===== src/rtl/mc_ctrl.sv =====
// Multicycle MIPS control unit: Moore FSM sequencing fetch/decode/execute/mem/writeback for M_datapath.
// Optional macro MC_CTRL_JAL_JR_EN adds the JAL and JR states; without it jal/jr decode as illegal.
module mc_ctrl (
  input  logic        clk,
  input  logic        reset,
  input  logic [31:0] Inst,
  input  logic        MIO_ready,
  input  logic        zero,
  output logic        PCWrite,
  output logic        PCWriteCond,
  output logic        IorD,
  output logic        IRWrite,
  output logic        RegWrite,
  output logic        ALUSrcA,
  output logic        Branch,
  output logic [1:0]  MemtoReg,
  output logic [1:0]  PCSource,
  output logic [1:0]  ALUSrcB,
  output logic [1:0]  RegDst,
  output logic [2:0]  ALU_operation,
  output logic        MemRead,
  output logic        MemWrite,
  output logic        CPU_MIO,
  output logic [3:0]  state
);

  typedef enum logic [3:0] {
    S_IF  = 4'd0,
    S_ID  = 4'd1,
    S_MA  = 4'd2,
    S_MRD = 4'd3,
    S_LWB = 4'd4,
    S_MWR = 4'd5,
    S_REX = 4'd6,
    S_RWB = 4'd7,
    S_BEX = 4'd8,
    S_J   = 4'd9,
    S_IEX = 4'd10,
    S_IWB = 4'd11,
`ifdef MC_CTRL_JAL_JR_EN
    S_JAL = 4'd12,
    S_JR  = 4'd13,
`endif
    S_LUI = 4'd14,
    S_ILL = 4'd15
  } st_t;

  localparam logic [5:0] OP_R    = 6'b000000;
  localparam logic [5:0] OP_J    = 6'b000010;
  localparam logic [5:0] OP_JAL  = 6'b000011;
  localparam logic [5:0] OP_BEQ  = 6'b000100;
  localparam logic [5:0] OP_BNE  = 6'b000101;
  localparam logic [5:0] OP_ADDI = 6'b001000;
  localparam logic [5:0] OP_SLTI = 6'b001010;
  localparam logic [5:0] OP_ANDI = 6'b001100;
  localparam logic [5:0] OP_ORI  = 6'b001101;
  localparam logic [5:0] OP_LUI  = 6'b001111;
  localparam logic [5:0] OP_LW   = 6'b100011;
  localparam logic [5:0] OP_SW   = 6'b101011;
  localparam logic [5:0] F_JR    = 6'b001000;

  localparam logic [2:0] ALU_AND = 3'b000;
  localparam logic [2:0] ALU_OR  = 3'b001;
  localparam logic [2:0] ALU_ADD = 3'b010;
  localparam logic [2:0] ALU_XOR = 3'b011;
  localparam logic [2:0] ALU_NOR = 3'b100;
  localparam logic [2:0] ALU_SRL = 3'b101;
  localparam logic [2:0] ALU_SUB = 3'b110;
  localparam logic [2:0] ALU_SLT = 3'b111;

  st_t        st, st_nxt;
  logic [5:0] opcode, funct;
  logic [2:0] r_alu, i_alu;
  logic       r_ok;
  logic       unused_bits;

  assign opcode      = Inst[31:26];
  assign funct       = Inst[5:0];
  assign unused_bits = ^{Inst[25:6], zero};

  always_comb begin
    r_alu = ALU_ADD;
    r_ok  = 1'b1;
    case (funct)
      6'b100000: r_alu = ALU_ADD;
      6'b100010: r_alu = ALU_SUB;
      6'b100100: r_alu = ALU_AND;
      6'b100101: r_alu = ALU_OR;
      6'b100110: r_alu = ALU_XOR;
      6'b100111: r_alu = ALU_NOR;
      6'b101010: r_alu = ALU_SLT;
      6'b000010: r_alu = ALU_SRL;
      default:   r_ok  = 1'b0;
    endcase
  end

  always_comb begin
    i_alu = ALU_ADD;
    case (opcode)
      OP_ANDI: i_alu = ALU_AND;
      OP_ORI:  i_alu = ALU_OR;
      OP_SLTI: i_alu = ALU_SLT;
      default: i_alu = ALU_ADD;
    endcase
  end

  always_ff @(posedge clk or posedge reset) begin
    if (reset) st <= S_IF;
    else       st <= st_nxt;
  end

  always_comb begin
    st_nxt = S_IF;
    case (st)
      S_IF:  st_nxt = MIO_ready ? S_ID : S_IF;
      S_ID: begin
        case (opcode)
          OP_LW, OP_SW: st_nxt = S_MA;
          OP_R: begin
`ifdef MC_CTRL_JAL_JR_EN
            if (funct == F_JR) st_nxt = S_JR;
            else
`endif
            st_nxt = r_ok ? S_REX : S_ILL;
          end
          OP_BEQ, OP_BNE:                    st_nxt = S_BEX;
          OP_ADDI, OP_ANDI, OP_ORI, OP_SLTI: st_nxt = S_IEX;
          OP_LUI:                            st_nxt = S_LUI;
          OP_J:                              st_nxt = S_J;
`ifdef MC_CTRL_JAL_JR_EN
          OP_JAL:                            st_nxt = S_JAL;
`endif
          default:                           st_nxt = S_ILL;
        endcase
      end
      S_MA:  st_nxt = (opcode == OP_SW) ? S_MWR : S_MRD;
      S_MRD: st_nxt = MIO_ready ? S_LWB : S_MRD;
      S_MWR: st_nxt = MIO_ready ? S_IF : S_MWR;
      S_REX: st_nxt = S_RWB;
      S_IEX: st_nxt = S_IWB;
      default: st_nxt = S_IF;
    endcase
  end

  always_comb begin
    PCWrite = 1'b0; PCWriteCond = 1'b0; IorD = 1'b0; IRWrite = 1'b0;
    RegWrite = 1'b0; ALUSrcA = 1'b0; Branch = 1'b0; MemtoReg = 2'b00;
    PCSource = 2'b00; ALUSrcB = 2'b00; RegDst = 2'b00; ALU_operation = ALU_AND;
    MemRead = 1'b0; MemWrite = 1'b0;
    case (st)
      S_IF: begin
        MemRead = 1'b1; ALUSrcB = 2'b01; ALU_operation = ALU_ADD;
        IRWrite = MIO_ready; PCWrite = MIO_ready;
      end
      S_ID:  begin ALUSrcB = 2'b11; ALU_operation = ALU_ADD; end
      S_MA:  begin ALUSrcA = 1'b1; ALUSrcB = 2'b10; ALU_operation = ALU_ADD; end
      S_MRD: begin MemRead = 1'b1; IorD = 1'b1; end
      S_LWB: begin RegWrite = 1'b1; MemtoReg = 2'b01; end
      S_MWR: begin MemWrite = 1'b1; IorD = 1'b1; end
      S_REX: begin ALUSrcA = 1'b1; ALU_operation = r_alu; end
      S_RWB: begin RegWrite = 1'b1; RegDst = 2'b01; ALU_operation = r_alu; end
      S_BEX: begin
        ALUSrcA = 1'b1; ALU_operation = ALU_SUB; PCWriteCond = 1'b1;
        PCSource = 2'b01; Branch = (opcode == OP_BEQ);
      end
      S_J:   begin PCWrite = 1'b1; PCSource = 2'b10; end
      S_IEX: begin ALUSrcA = 1'b1; ALUSrcB = 2'b10; ALU_operation = i_alu; end
      S_IWB: RegWrite = 1'b1;
`ifdef MC_CTRL_JAL_JR_EN
      S_JAL: begin
        RegWrite = 1'b1; RegDst = 2'b10; MemtoReg = 2'b11;
        PCWrite = 1'b1; PCSource = 2'b10;
      end
      S_JR:  begin PCWrite = 1'b1; PCSource = 2'b11; end
`endif
      S_LUI: begin RegWrite = 1'b1; MemtoReg = 2'b10; end
      default: ;
    endcase
    // state is already IF during reset, but IF strobes follow MIO_ready and must be masked
    if (reset) begin
      PCWrite = 1'b0; IRWrite = 1'b0; RegWrite = 1'b0;
      MemWrite = 1'b0; PCWriteCond = 1'b0;
    end
  end

  assign CPU_MIO = MemRead | MemWrite;
  assign state   = st;

endmodule


===== config.mk =====
export PLATFORM = sky130hd
export DESIGN_NAME = mc_ctrl
export DESIGN_NICKNAME = d
export VERILOG_FILES = /design/src/rtl/mc_ctrl.sv
export SDC_FILE = /design/constraint.sdc
export NUM_CORES = 1
export LEC_CHECK = 0
export BUFFER_PORTS_ARGS = -buffer_cell sky130_fd_sc_hd__buf_2
export CAP_MARGIN = 10
export CORE_MARGIN = 10
export CORE_UTILIZATION = 37
export DETAILED_ROUTE_END_ITERATION = 12
export PLACE_DENSITY = 0.77
export RECOVER_POWER = 25
export REMOVE_ABC_BUFFERS = 1
export SYNTH_ARGS = -nofsm -noshare
export SYNTH_HDL_FRONTEND = slang
export SYNTH_SLANG_ARGS = --single-unit

===== constraint.sdc =====
create_clock -name clk -period 1.8 [get_ports clk]
set_input_delay 0.36 -clock clk [delete_from_list [all_inputs] [get_ports clk]]
set_output_delay 0.36 -clock clk [all_outputs]
set_load 0.01 [all_outputs]

### After elaboration in Yosys (flattened, before gate mapping)

Cells that the tools add are included.

* equality and inequality tests: 30
* reductions and logical operators: 13
* bitwise logic cells: 1
* mux-type cells: 29

Operators with widths (number)
* $eq A6 B6 Y1 const B: 9
* $eq A6 B4 Y1 const B: 5
* $pmux W4 S7: 1
* $pmux W4 S6: 1
* $pmux W3 S7: 1
* $eq A4 B4 Y1 const B: 5
* $eq A4 B3 Y1 const B: 4
* $mux W1: 16
* $eq A6 B2 Y1 const B: 2
* $eq A6 B3 Y1 const B: 2
* $pmux W3 S4: 1
* $reduce_or A2 Y1: 6
* $reduce_or A4 Y1: 3
* $mux W3: 3
* $pmux W3 S3: 1
* $eq A4 B2 Y1 const B: 2
* $pmux W2 S2: 2
* $reduce_or A8 Y1: 1
* $logic_not A6 Y1: 1
* $pmux W2 S3: 1
* $eq A4 B1 Y1 const B: 1
* $logic_not A4 Y1: 1
* $mux W4: 1
* $reduce_or A3 Y1: 1
* 2 further kinds: 2

* output and inout port bits: 25
* bits of input ports: 36
* register bits after elaboration: 4

### Longest topological paths before layout

Gate-level depths: netlist of run 1.

* word-level depth: 6
* gate-level depth with buffers: 6

### Least setup slack after synthesis of run 1

Ideal clock, no wire load.

* path type: flip-flop to output port
* start point: register st[3], in the netlist state[3]
* end point: output port PCWrite
* arrival: 1.504 ns
* cell stages (with the launch flop): 6
* slack: -0.064 ns
* path buffers: 2
* cells stage by stage: dfrtp_1 -> clkbuf_1 -> clkbuf_1 -> nand2_1 -> o21ai_0 -> nor4b_1

* longest elaborated chain between the ends: 3

Ends and longest elaborated chain
* start, declared: line 71 `st_t st, st_nxt;`
* start signal, assigned: line 109 `else st <= st_nxt;`
* $eq A4 B4 Y1 or $logic_not A4 Y1 (tied branches): line 150 `case (st)`
* $pmux W1 S2 *: line 150
* $mux W1 *: line 180 `if (reset) begin`
* end, declared: line 9 `output logic PCWrite,`

Mark *: on every way between the ends. The rest lies on a longest branch, timed or not.

### Worst setup path after layout of run 1

* start point: input port Inst[0]
* end point: output port ALU_operation[1]

* longest elaborated chain between the ends: 3

Ends and longest elaborated chain
* start, declared: line 6 `input logic [31:0] Inst,`
* $eq A6 B2 Y1 or $eq A6 B6 Y1 (tied branches): line 84 `case (funct)`
* $pmux W3 S7 *: line 84
* $pmux W3 S4 *: line 150
* end, declared: line 20 `output logic [2:0] ALU_operation,`

Marked as above.

==> results.tsv, run 1 <==
stage	metric	value	unit
synth	Post-Syn Instances	121	
place	routability cong.	0.859	
timing	Max Clock Skew	0.000393	ns
final_layout	Largest register FFs	4	
run_status	outcome	finished, violations left	
grt	total track usage	0.141	
clock_tree	CTS root buf	clkbuf_4	
floorplanning	Die H	67.8	um
power_and_ir_drop	clock network power share	0.066	
power_and_ir_drop	LEAKAGE	0.000674	uW
place	Post-DP HPWL	2450	um
synth	Yosys warning count	0	
power_and_ir_drop	Power Density	1260	nW/um^2
synth	Cell variety after synth	50	
power_and_ir_drop	internal power	890	uW
synth	Synth Flop Type	dfrtp_1	
timing	final setup fails	4	
critical_path	Setup CP Type	input pin to primary output	
synth	Post-Synthesis Cell Area	846	sq um
power_and_ir_drop	sequential power share	0.121	
timing	Final WS setup	-0.170	ns
min_path	worst hold path class	input pin to asynchronous set/reset pin	
place	placed cells	203	
final_layout	share of cells above drive strength 1	0.508	
clock_tree	Sink Count	4	
final_layout	ant diodes	0	
timing	fmax	508	MHz
place	port buffer count	38	
power_and_ir_drop	Peak supply drop	0.000728	V
grt	first-pass GRT wire length	5210	um
floorplanning	site row count	17	
grt	largest net degree at the start of global routing	20	
routing	Via density	5.68	
synth	Post-synth ARST share	1.00	
final_layout	Synth-to-Final Area Change	63.9	%
clock_tree	TritonCTS clock tree	done	
clock_tree	H-tree depth	1	
floorplanning	Die ar.	4600	sq um
final_layout	design area	1390	sq um
critical_path	CP arrival	1.61	ns
timing	Final Max Tran Viols	0	
final_layout	Nets	217	
timing	RSZ-0062 raised after global routing	true	
grt	number of global-route vias before repair	1197	
floorplanning	Core Area	2190	sq um
clock_tree	Worst-path clk slew	0.04	ns
routing	Final ANT Viol Nets	0	
timing	minimum clock period	1.97	ns
final_layout	Final Instance Count excl. Fillers	207	
routing	per-cell routed wire length	15.7	um
synth	post-synthesis register bit count	4	
grt	GRT overflow	0	
clock_tree	Hold-fix buffers, CTS	0	
place	DP Area	1210	sq um
synth	EDFF count, synth	0	
clock_tree	CTS buffer count	3	
timing	worst hold slack	0.113	ns
routing	via count	1176	
clock_tree	CTS max path bufs	2	
critical_path	largest fanout on the critical path	2	
synth	Mean Syn Cell Area	6.99	sq um
floorplanning	Initial Utilization	0.386	
grt	initial antenna violation count	0	
routing	DRT Wirelength	3250	um
timing	Final period util	1.09	
run_status	failing checks	setup timing	
power_and_ir_drop	Sw Ratio	0.492	
routing	drt drc	0	
power_and_ir_drop	NetSw	860	uW
critical_path	Critical Path Start Type	input pin	
critical_path	Critical Path RT	1.44	ns
clock_tree	Clock Latency Late Sink	0.24	ns
routing	TritonRoute pass-1 iters	4	
floorplanning	Top-Level Pins	61	
routing	DR iter-0 viols	65	
synth	part of the Yosys area used for sequential elements	0.118	
floorplanning	Die W	67.8	um
critical_path	CP Capture Type	primary output	
power_and_ir_drop	Comb power frac	0.814	
flow_run	Max Cap Viol	0	
timing	final hold vios	0	
routing by layer:
metal,part of all wire,vias up,GRT usage
met5,0,-,0
met4,0.020,0,0.0779
met3,0.070,8,0.0261
met2,0.54,44,0.259
met1,0.37,558,0.147
li1,-,566,-
synth_stat cells (3+ instances only):
cell,count,area (sq um)
clkbuf_1,5,18.8
or3_1,3,18.8
nor4_1,4,25.0
inv_1,5,18.8
nand2b_1,11,68.8
a21oi_1,5,25.0
nor2_1,11,41.3
a211oi_1,3,22.5
o21ai_0,5,25.0
nor2b_1,3,18.8
nor3_1,5,25.0
dfrtp_1,4,100
nand2_1,7,26.3
power by group through the flow:
stage                     Combinational [uW]  Clock (uW)  Sequential [uW]
after floorplan                          585           0              295
after global placement                  1200           0              177
after detailed placement                1230           0              181
after CTS                               1340         116              196
after global routing                    1540         117              218
final                                   1420         115              211
what timing repair did:
action | in CTS | in global routing
endpoints found under the hold margin | 0 | 0
buffers inserted | 0 | 1
gates cloned | 0 | 0
pin swaps | 5 | 1
setup endpoints to repair | 5 | 9
gates resized for setup | 20 | 12
final timing paths:
kind / endpoint / slack [ns] / cells after the start / start
setup reg to reg: state[0] / 0.24 / 4 / state[3]
min in group clk: state[2] / 0.49 / 3 / Inst[30]
hold reg to reg: state[1] / 0.79 / 2 / state[1]
max in group asynchronous: state[1] / 1.50 / 2 / reset
hold / removal: state[3] / 0.11 / 2 / reset
setup / recovery: ALU_operation[1] / -0.17 / 6 / Inst[0]
critical path: stages:
cell      delay, ns
buf_6          0.09
nand2b_4       0.13
or3_1          0.31
a211o_1        0.26
a311o_1        0.32
buf_2          0.14
logic make-up after synthesis:
family,after synthesis,synth area share
AOI/OAI and AO/OA,34,0.315
muxes,2,0.0237
xor gates and xnor gates,3,0.0311
buffers and inverters,15,0.0740
and+or+nand+nor,62,0.433
other,1,0.00443
DFF,4,0.118
area by class of cell:
cell class	instances	area (sq um)
fillers	189	805
multi-input cells	102	793
repair buffers	63	407
flip-flops and latches	4	103
well taps	28	35.0
inverters	7	26.3
clock buffers	3	22.5
stage by stage:
stage / power (uW) / setup WS [ns] / setup TNS, ns / util
3_5_place_dp: 1410 / -0.264 / -0.551 / 0.555
2_1_floorplan: 880 / -0.0713 / -0.0861 / -
4_1_cts: 1650 / -0.173 / -0.237 / 0.604
6_report: 1750 / -0.170 / -0.339 / 0.633
5_1_grt: 1880 / -0.216 / -0.715 / 0.633
3_3_place_gp: 1370 / -0.248 / -0.526 / 0.555
cells in the final DEF, fill, tap and decap left out, drive strengths merged, types with 3 or more instances in the layout:
cell / count
buf: 62
nand2: 7
dfrtp: 4
a21oi: 5
nand2b: 12
a211oi: 3
or3: 4
nor4: 4
clkbuf: 4
nor2b: 3
nor3: 5
nor2: 11
inv: 7
o21ai: 5
No activity file was read; power rests on OpenSTA's default activity.
==> run 2: changes to the inputs <==
--- a/config.mk
+++ b/config.mk
@@ -10,6 +10,7 @@
 export CORE_MARGIN = 10
 export CORE_UTILIZATION = 37
 export DETAILED_ROUTE_END_ITERATION = 12
+export GPL_TIMING_DRIVEN = 0
 export PLACE_DENSITY = 0.77
 export RECOVER_POWER = 25
 export REMOVE_ABC_BUFFERS = 1
==> constraint.sdc (replaced) <==
create_clock -name clk -period 1.8 [get_ports clk]
set_input_delay 0.45 -clock clk [delete_from_list [all_inputs] [get_ports clk]]
set_output_delay 0.45 -clock clk [all_outputs]
set_load 0.01 [all_outputs]
==> run 2 against run 1 <==
Effect of this change:
- the run still ends with setup timing left
- sequential power increased by 22%
- count of clock-buffer cells in the layout unchanged
- global-route usage decreased by 0.55 points
- die area unchanged
- non-clock buffer count decreased by 8
- register-to-register slack got worse by 0.12 ns
- power increased by 4.0%
- largest cell class unchanged
- highest routed layer unchanged
==> results.tsv, run 2 (synthesized netlist as in run 1, its figures left out) <==
stage	metric	value	unit
run_status	outcome	finished, violations left	
run_status	failing checks	setup timing	
critical_path	CP cell instances	buf_8 -> nand2b_4 -> or3_1 -> a211o_1 -> a311o_1 -> buf_2	
timing	fmax	468	MHz
floorplanning	Die H	67.8	um
timing	minimum clock period	2.14	ns
critical_path	R2R setup slack	0.12	ns
power_and_ir_drop	internal power	930	uW
final_layout	Fill cells	194	
routing	DR iter-0 viols	81	
power_and_ir_drop	clock network power share	0.064	
final_layout	commonest non-fill, non-tap cell in the layout	buf_2	
final_layout	Nets	209	
place	routability cong.	0.862	
timing	Max Clock Skew	0.00318	ns
clock_tree	CTS max path bufs	2	
routing	per-cell routed wire length	16.3	um
timing	RSZ-0062 raised after global routing	true	
critical_path	CP arrival	1.69	ns
clock_tree	Worst-path clk slew	0.04	ns
grt	largest net degree at the start of global routing	21	
routing	drt drc	0	
timing	Final period util	1.19	
power_and_ir_drop	NetSw	890	uW
final_layout	area of the multi-input gates	783	sq um
grt	total track usage	0.135	
grt	global-route met1 utilization	0.145	
grt	GR Util met2	0.241	
power_and_ir_drop	LEAKAGE	0.000651	uW
grt	met3 Resource Use GR	0.0440	
timing	final setup fails	12	
routing	Via density	5.71	
grt	initial antenna violation count	0	
floorplanning	site row count	17	
timing	Final WS setup	-0.336	ns
final_layout	sequential cell area	105	sq um
critical_path	Setup CP Type	input pin to primary output	
place	Post-DP HPWL	2080	um
power_and_ir_drop	Sw Ratio	0.489	
floorplanning	Core Area	2190	sq um
grt	first-pass GRT wire length	5030	um
final_layout	share of cells above drive strength 1	0.480	
grt	GRT overflow	0	
power_and_ir_drop	Power Density	1360	nW/um^2
routing	Final ANT Viol Nets	0	
min_path	worst hold path class	input pin to asynchronous set/reset pin	
floorplanning	Die ar.	4600	sq um
power_and_ir_drop	sequential power share	0.142	
final_layout	Final Instance Count excl. Fillers	199	
power_and_ir_drop	total power	1820	uW
critical_path	Critical Path Start Type	input pin	
critical_path	Max stage delay on crit path	0.30	ns
floorplanning	Top-Level Pins	61	
clock_tree	CTS buffer count	3	
routing	TritonRoute pass-1 iters	4	
power_and_ir_drop	Comb power frac	0.794	
final_layout	most frequent cells in the layout	buf_2, buf_4, nor2_1	
final_layout	Largest register FFs	4	
final_layout	ant diodes	0	
routing	via count	1137	
clock_tree	Hold-fix buffers, CTS	0	
clock_tree	CTS root buf	clkbuf_4	
critical_path	critical path's slowest cell	or3_1	
flow_run	Max Cap Viol	0	
place	port buffer count	38	
grt	GR peak layer	met2	
floorplanning	Initial Utilization	0.386	
critical_path	CP delay by family, top	compound AO/OA/AOI/OAI gates	
final_layout	Synth-to-Final Area Change	58.6	%
timing	Final Max Tran Viols	0	
critical_path	CP Capture Type	primary output	
critical_path	Buffers & Inverters on Critical Path	2	
place	placed cells	179	
clock_tree	H-tree depth	1	
critical_path	Critical Path RT	1.35	ns
power_and_ir_drop	Peak supply drop	0.000838	V
grt	number of global-route vias before repair	1090	
routing	DRT Wirelength	3240	um
clock_tree	Sink Count	4	
critical_path	largest fanout on the critical path	2	
clock_tree	TritonCTS clock tree	done	
timing	final hold vios	0	
floorplanning	Die W	67.8	um
clock_tree	Clock Latency Late Sink	0.24	ns
==> run 2: layout make-up <==
type                            count  area share
Sequential cell                     4      0.0784
Timing Repair Buffer               55       0.275
Multi-Input combinational cell    102       0.584
Clock buffer                        3      0.0168
Inverter                            7      0.0196
Tap cell                           28      0.0261
==> run 2: routing by layer <==
metal	share of wire	vias to the layer above	wire length [um]
li1	-	552	-
met1	0.39	531	1270
met2	0.52	46	1700
met3	0.068	8	220
met4	0.018	0	58
met5	0	-	0
==> run 2: power groups by stage <==
stage | Sequential (uW) | Clock [uW] | Combinational, uW
5_1_grt | 269 | 133 | 1560
4_1_cts | 269 | 115 | 1210
6_report | 258 | 116 | 1450
2_1_floorplan | 295 | 0 | 585
3_3_place_gp | 316 | 0 | 907
3_5_place_dp | 321 | 0 | 918
==> run 2: timing repair <==
item                                    4_1_cts  5_1_grt
resized for setup                            33        9
pin swaps                                     7        6
hold endpoints to repair                      0        0
buffers inserted                             11        6
endpoints found under the setup margin       20       17
==> run 2: worst paths after layout <==
| kind | start | end | cells past startpoint |
|---|---|---|---|
| min in group clk | Inst[31] | state[2] | 4 |
| hold reg to reg | state[2] | state[3] | 2 |
| setup / recovery | Inst[0] | ALU_operation[1] | 6 |
| hold / removal | reset | state[1] | 2 |
| setup reg to reg | state[2] | state[0] | 5 |
| max in group asynchronous | reset | state[0] | 2 |
==> run 2: per-stage QoR <==
stage / setup WS [ns] / cell area (sq um) / TNS (ns) / util / hold WS (ns)
2_1_floorplan: -0.195 / 810 / -0.524 / - / 0.221
3_3_place_gp: -0.475 / 1030 / -1.84 / 0.472 / 0.384
3_5_place_dp: -0.492 / 1030 / -2.12 / 0.472 / 0.393
4_1_cts: -0.378 / 1260 / -1.28 / 0.576 / 0.146
5_1_grt: -0.353 / 1340 / -2.53 / 0.612 / 0.199
6_report: -0.336 / 1340 / -1.57 / 0.612 / 0.170
==> run 3: changes to the inputs <==
--- a/config.mk
+++ b/config.mk
@@ -8,10 +8,10 @@
 export BUFFER_PORTS_ARGS = -buffer_cell sky130_fd_sc_hd__buf_2
 export CAP_MARGIN = 10
 export CORE_MARGIN = 10
-export CORE_UTILIZATION = 37
+export CORE_UTILIZATION = 41
 export DETAILED_ROUTE_END_ITERATION = 12
 export GPL_TIMING_DRIVEN = 0
-export PLACE_DENSITY = 0.77
+export PLACE_DENSITY = 0.81
 export RECOVER_POWER = 25
 export REMOVE_ABC_BUFFERS = 1
 export SYNTH_ARGS = -nofsm -noshare
==> constraint.sdc (replaced) <==
create_clock -name clk -period 2.15 [get_ports clk]
set_input_delay 0.5375 -clock clk [delete_from_list [all_inputs] [get_ports clk]]
set_output_delay 0.5375 -clock clk [all_outputs]
set_load 0.01 [all_outputs]
==> run 3 against run 2 <==
Effect of this change:
- the run still ends with setup timing left
- final cell count decreased by 4.0%
- worst hold slack better by 0.091 ns
- setup slack better by 0.19 ns
- via count fell by 1.9%
- highest routed layer unchanged
- sequential power fell by 10%
- critical endpoint unchanged
- register-to-register slack gained 0.49 ns
- design area down 9.8%
- global-route usage down 0.099 points
- critical path depth did not move
- first-iteration DRC count is 15% lower
- clock skew shrank 0.0012 ns
- die area down 6.9%
==> results.tsv, run 3 (synthesized netlist as in run 1, its figures left out) <==
stage	metric	value	unit
timing	Max Clock Skew	0.00194	ns
floorplanning	Top-Level Pins	61	
place	routability cong.	0.804	
clock_tree	CTS max path bufs	2	
final_layout	Nets	202	
power_and_ir_drop	Comb power frac	0.752	
floorplanning	Die H	65.4	um
final_layout	share of cells above drive strength 1	0.409	
final_layout	design area	1210	sq um
critical_path	cells on worst reg2reg path	3	
clock_tree	CTS root buf	clkbuf_4	
timing	Final WS setup	-0.145	ns
grt	first-pass GRT wire length	4780	um
power_and_ir_drop	LEAKAGE	0.000577	uW
final_layout	ant diodes	0	
power_and_ir_drop	NetSw	671	uW
critical_path	Max stage delay on crit path	0.31	ns
critical_path	CP cell instances	buf_8 -> nand2b_4 -> or3_1 -> a211o_1 -> a311o_1 -> buf_2	
floorplanning	Die ar.	4280	sq um
power_and_ir_drop	internal power	647	uW
critical_path	R2R setup slack	0.61	ns
floorplanning	Core Area	1960	sq um
routing	DR WL met2	1500	um
min_path	worst hold path class	input pin to asynchronous set/reset pin	
critical_path	Critical Path Start Type	input pin	
grt	initial antenna violation count	0	
timing	RSZ-0062 raised after global routing	true	
place	placed cells	178	
flow_run	Max Cap Viol	0	
grt	largest net degree at the start of global routing	23	
floorplanning	Initial Utilization	0.431	
power_and_ir_drop	Power Density	1090	nW/um^2
final_layout	Final Instance Count excl. Fillers	191	
critical_path	Critical Path End	ALU_operation[1]	
grt	total track usage	0.134	
clock_tree	Clock Latency Late Sink	0.24	ns
power_and_ir_drop	Peak supply drop	0.000628	V
clock_tree	Worst-path clk slew	0.04	ns
power_and_ir_drop	clock network power share	0.072	
timing	Final period util	1.07	
critical_path	largest fanout on the critical path	2	
final_layout	Synth-to-Final Area Change	43.0	%
final_layout	Fill cells	189	
clock_tree	Sink Count	4	
critical_path	Crit. Startpoint	Inst[0]	
critical_path	r2r endpoint	state[0]	
run_status	failing checks	setup timing	
timing	fmax	436	MHz
routing	drt drc	0	
critical_path	reg2reg start	state[2]	
timing	Final Max Tran Viols	0	
critical_path	Setup CP Type	input pin to primary output	
routing	Met1 Wirelength	1190	um
routing	Via density	5.84	
final_layout	Largest register FFs	4	
grt	number of global-route vias before repair	1038	
timing	final setup fails	3	
final_layout	Final Util	0.617	
timing	final hold vios	0	
place	port buffer count	38	
critical_path	CP arrival	1.76	ns
place	DP Area	1030	sq um
floorplanning	site row count	16	
timing	minimum clock period	2.29	ns
clock_tree	TritonCTS clock tree	done	
routing	DR iter-0 viols	69	
timing	Setup TNS Final	-0.193	ns
routing	DRT Wirelength	2980	um
floorplanning	Die W	65.4	um
clock_tree	CTS buffer count	3	
grt	GRT overflow	0	
clock_tree	Hold-fix buffers, CTS	0	
power_and_ir_drop	sequential power share	0.176	
power_and_ir_drop	Sw Ratio	0.509	
routing	Final ANT Viol Nets	0	
run_status	outcome	finished, violations left	
power_and_ir_drop	total power	1320	uW
critical_path	critical path's slowest cell	or3_1	
final_layout	commonest non-fill, non-tap cell in the layout	buf_2	
routing	WL met3	244	um
routing	via count	1115	
place	Post-DP HPWL	2030	um
routing	Top Metal Used	met4	
critical_path	CP Capture Type	primary output	
routing	TritonRoute pass-1 iters	4	
clock_tree	H-tree depth	1	
critical_path	Critical Path RT	1.61	ns
final_layout	most frequent cells in the layout	buf_2, nor2_1, buf_4	
routing	per-cell routed wire length	15.6	um
## run 3: power by group through the flow
stage          clock network [uW]  logic, uW  registers [uW]
2_1_floorplan                   0        490             247
5_1_grt                       102       1080             245
6_report                     94.7        990             232
3_3_place_gp                    0        755             263
3_5_place_dp                    0        776             270
4_1_cts                      97.4        964             227
## run 3: how the worst min path moves through the flow
stage	cells after the start	slack (ns)	to
finish	2	0.26	state[2]
global route	2	0.28	state[2]
CTS	2	0.22	state[2]
detailed placement	2	0.47	state[2]
global placement	2	0.47	state[2]
floorplan	1	0.31	state[0]
## run 3: layout make-up
cell class	count	area, sq um	area share
multi-input cells	102	728	0.602
repair buffers	48	295	0.244
flip-flops and latches	4	104	0.0858
well taps	27	33.8	0.0279
inverters	7	26.3	0.0217
clock buffers	3	22.5	0.0186
## run 3: worst max-delay path, delay by kind of cell
kind / cells / cell delay [ns]
buffers and inverters: 2 / 0.23
AND/OR/NAND/NOR: 2 / 0.44
AO/OA/AOI/OAI: 2 / 0.55
## run 3: per-layer routing
layer	track usage	vias to the layer above
met2	0.237	54
met4	0.0401	0
li1	-	541
met3	0.0288	8
met5	0	-
met1	0.158	512
## run 3: what timing repair did
action                     in CTS  in global routing
setup buffers                  10                  0
hold endpoints to repair        0                  0
gates resized for setup        22                  4
setup endpoints to repair      10                  6
pin swaps                       6                  3
## run 3: stage by stage
stage | worst slack (ns) | hold WS [ns]
after floorplan | -0.0197 | 0.309
after global placement | -0.296 | 0.471
after detailed placement | -0.302 | 0.472
after CTS | -0.196 | 0.220
after global routing | -0.186 | 0.277
final | -0.145 | 0.261
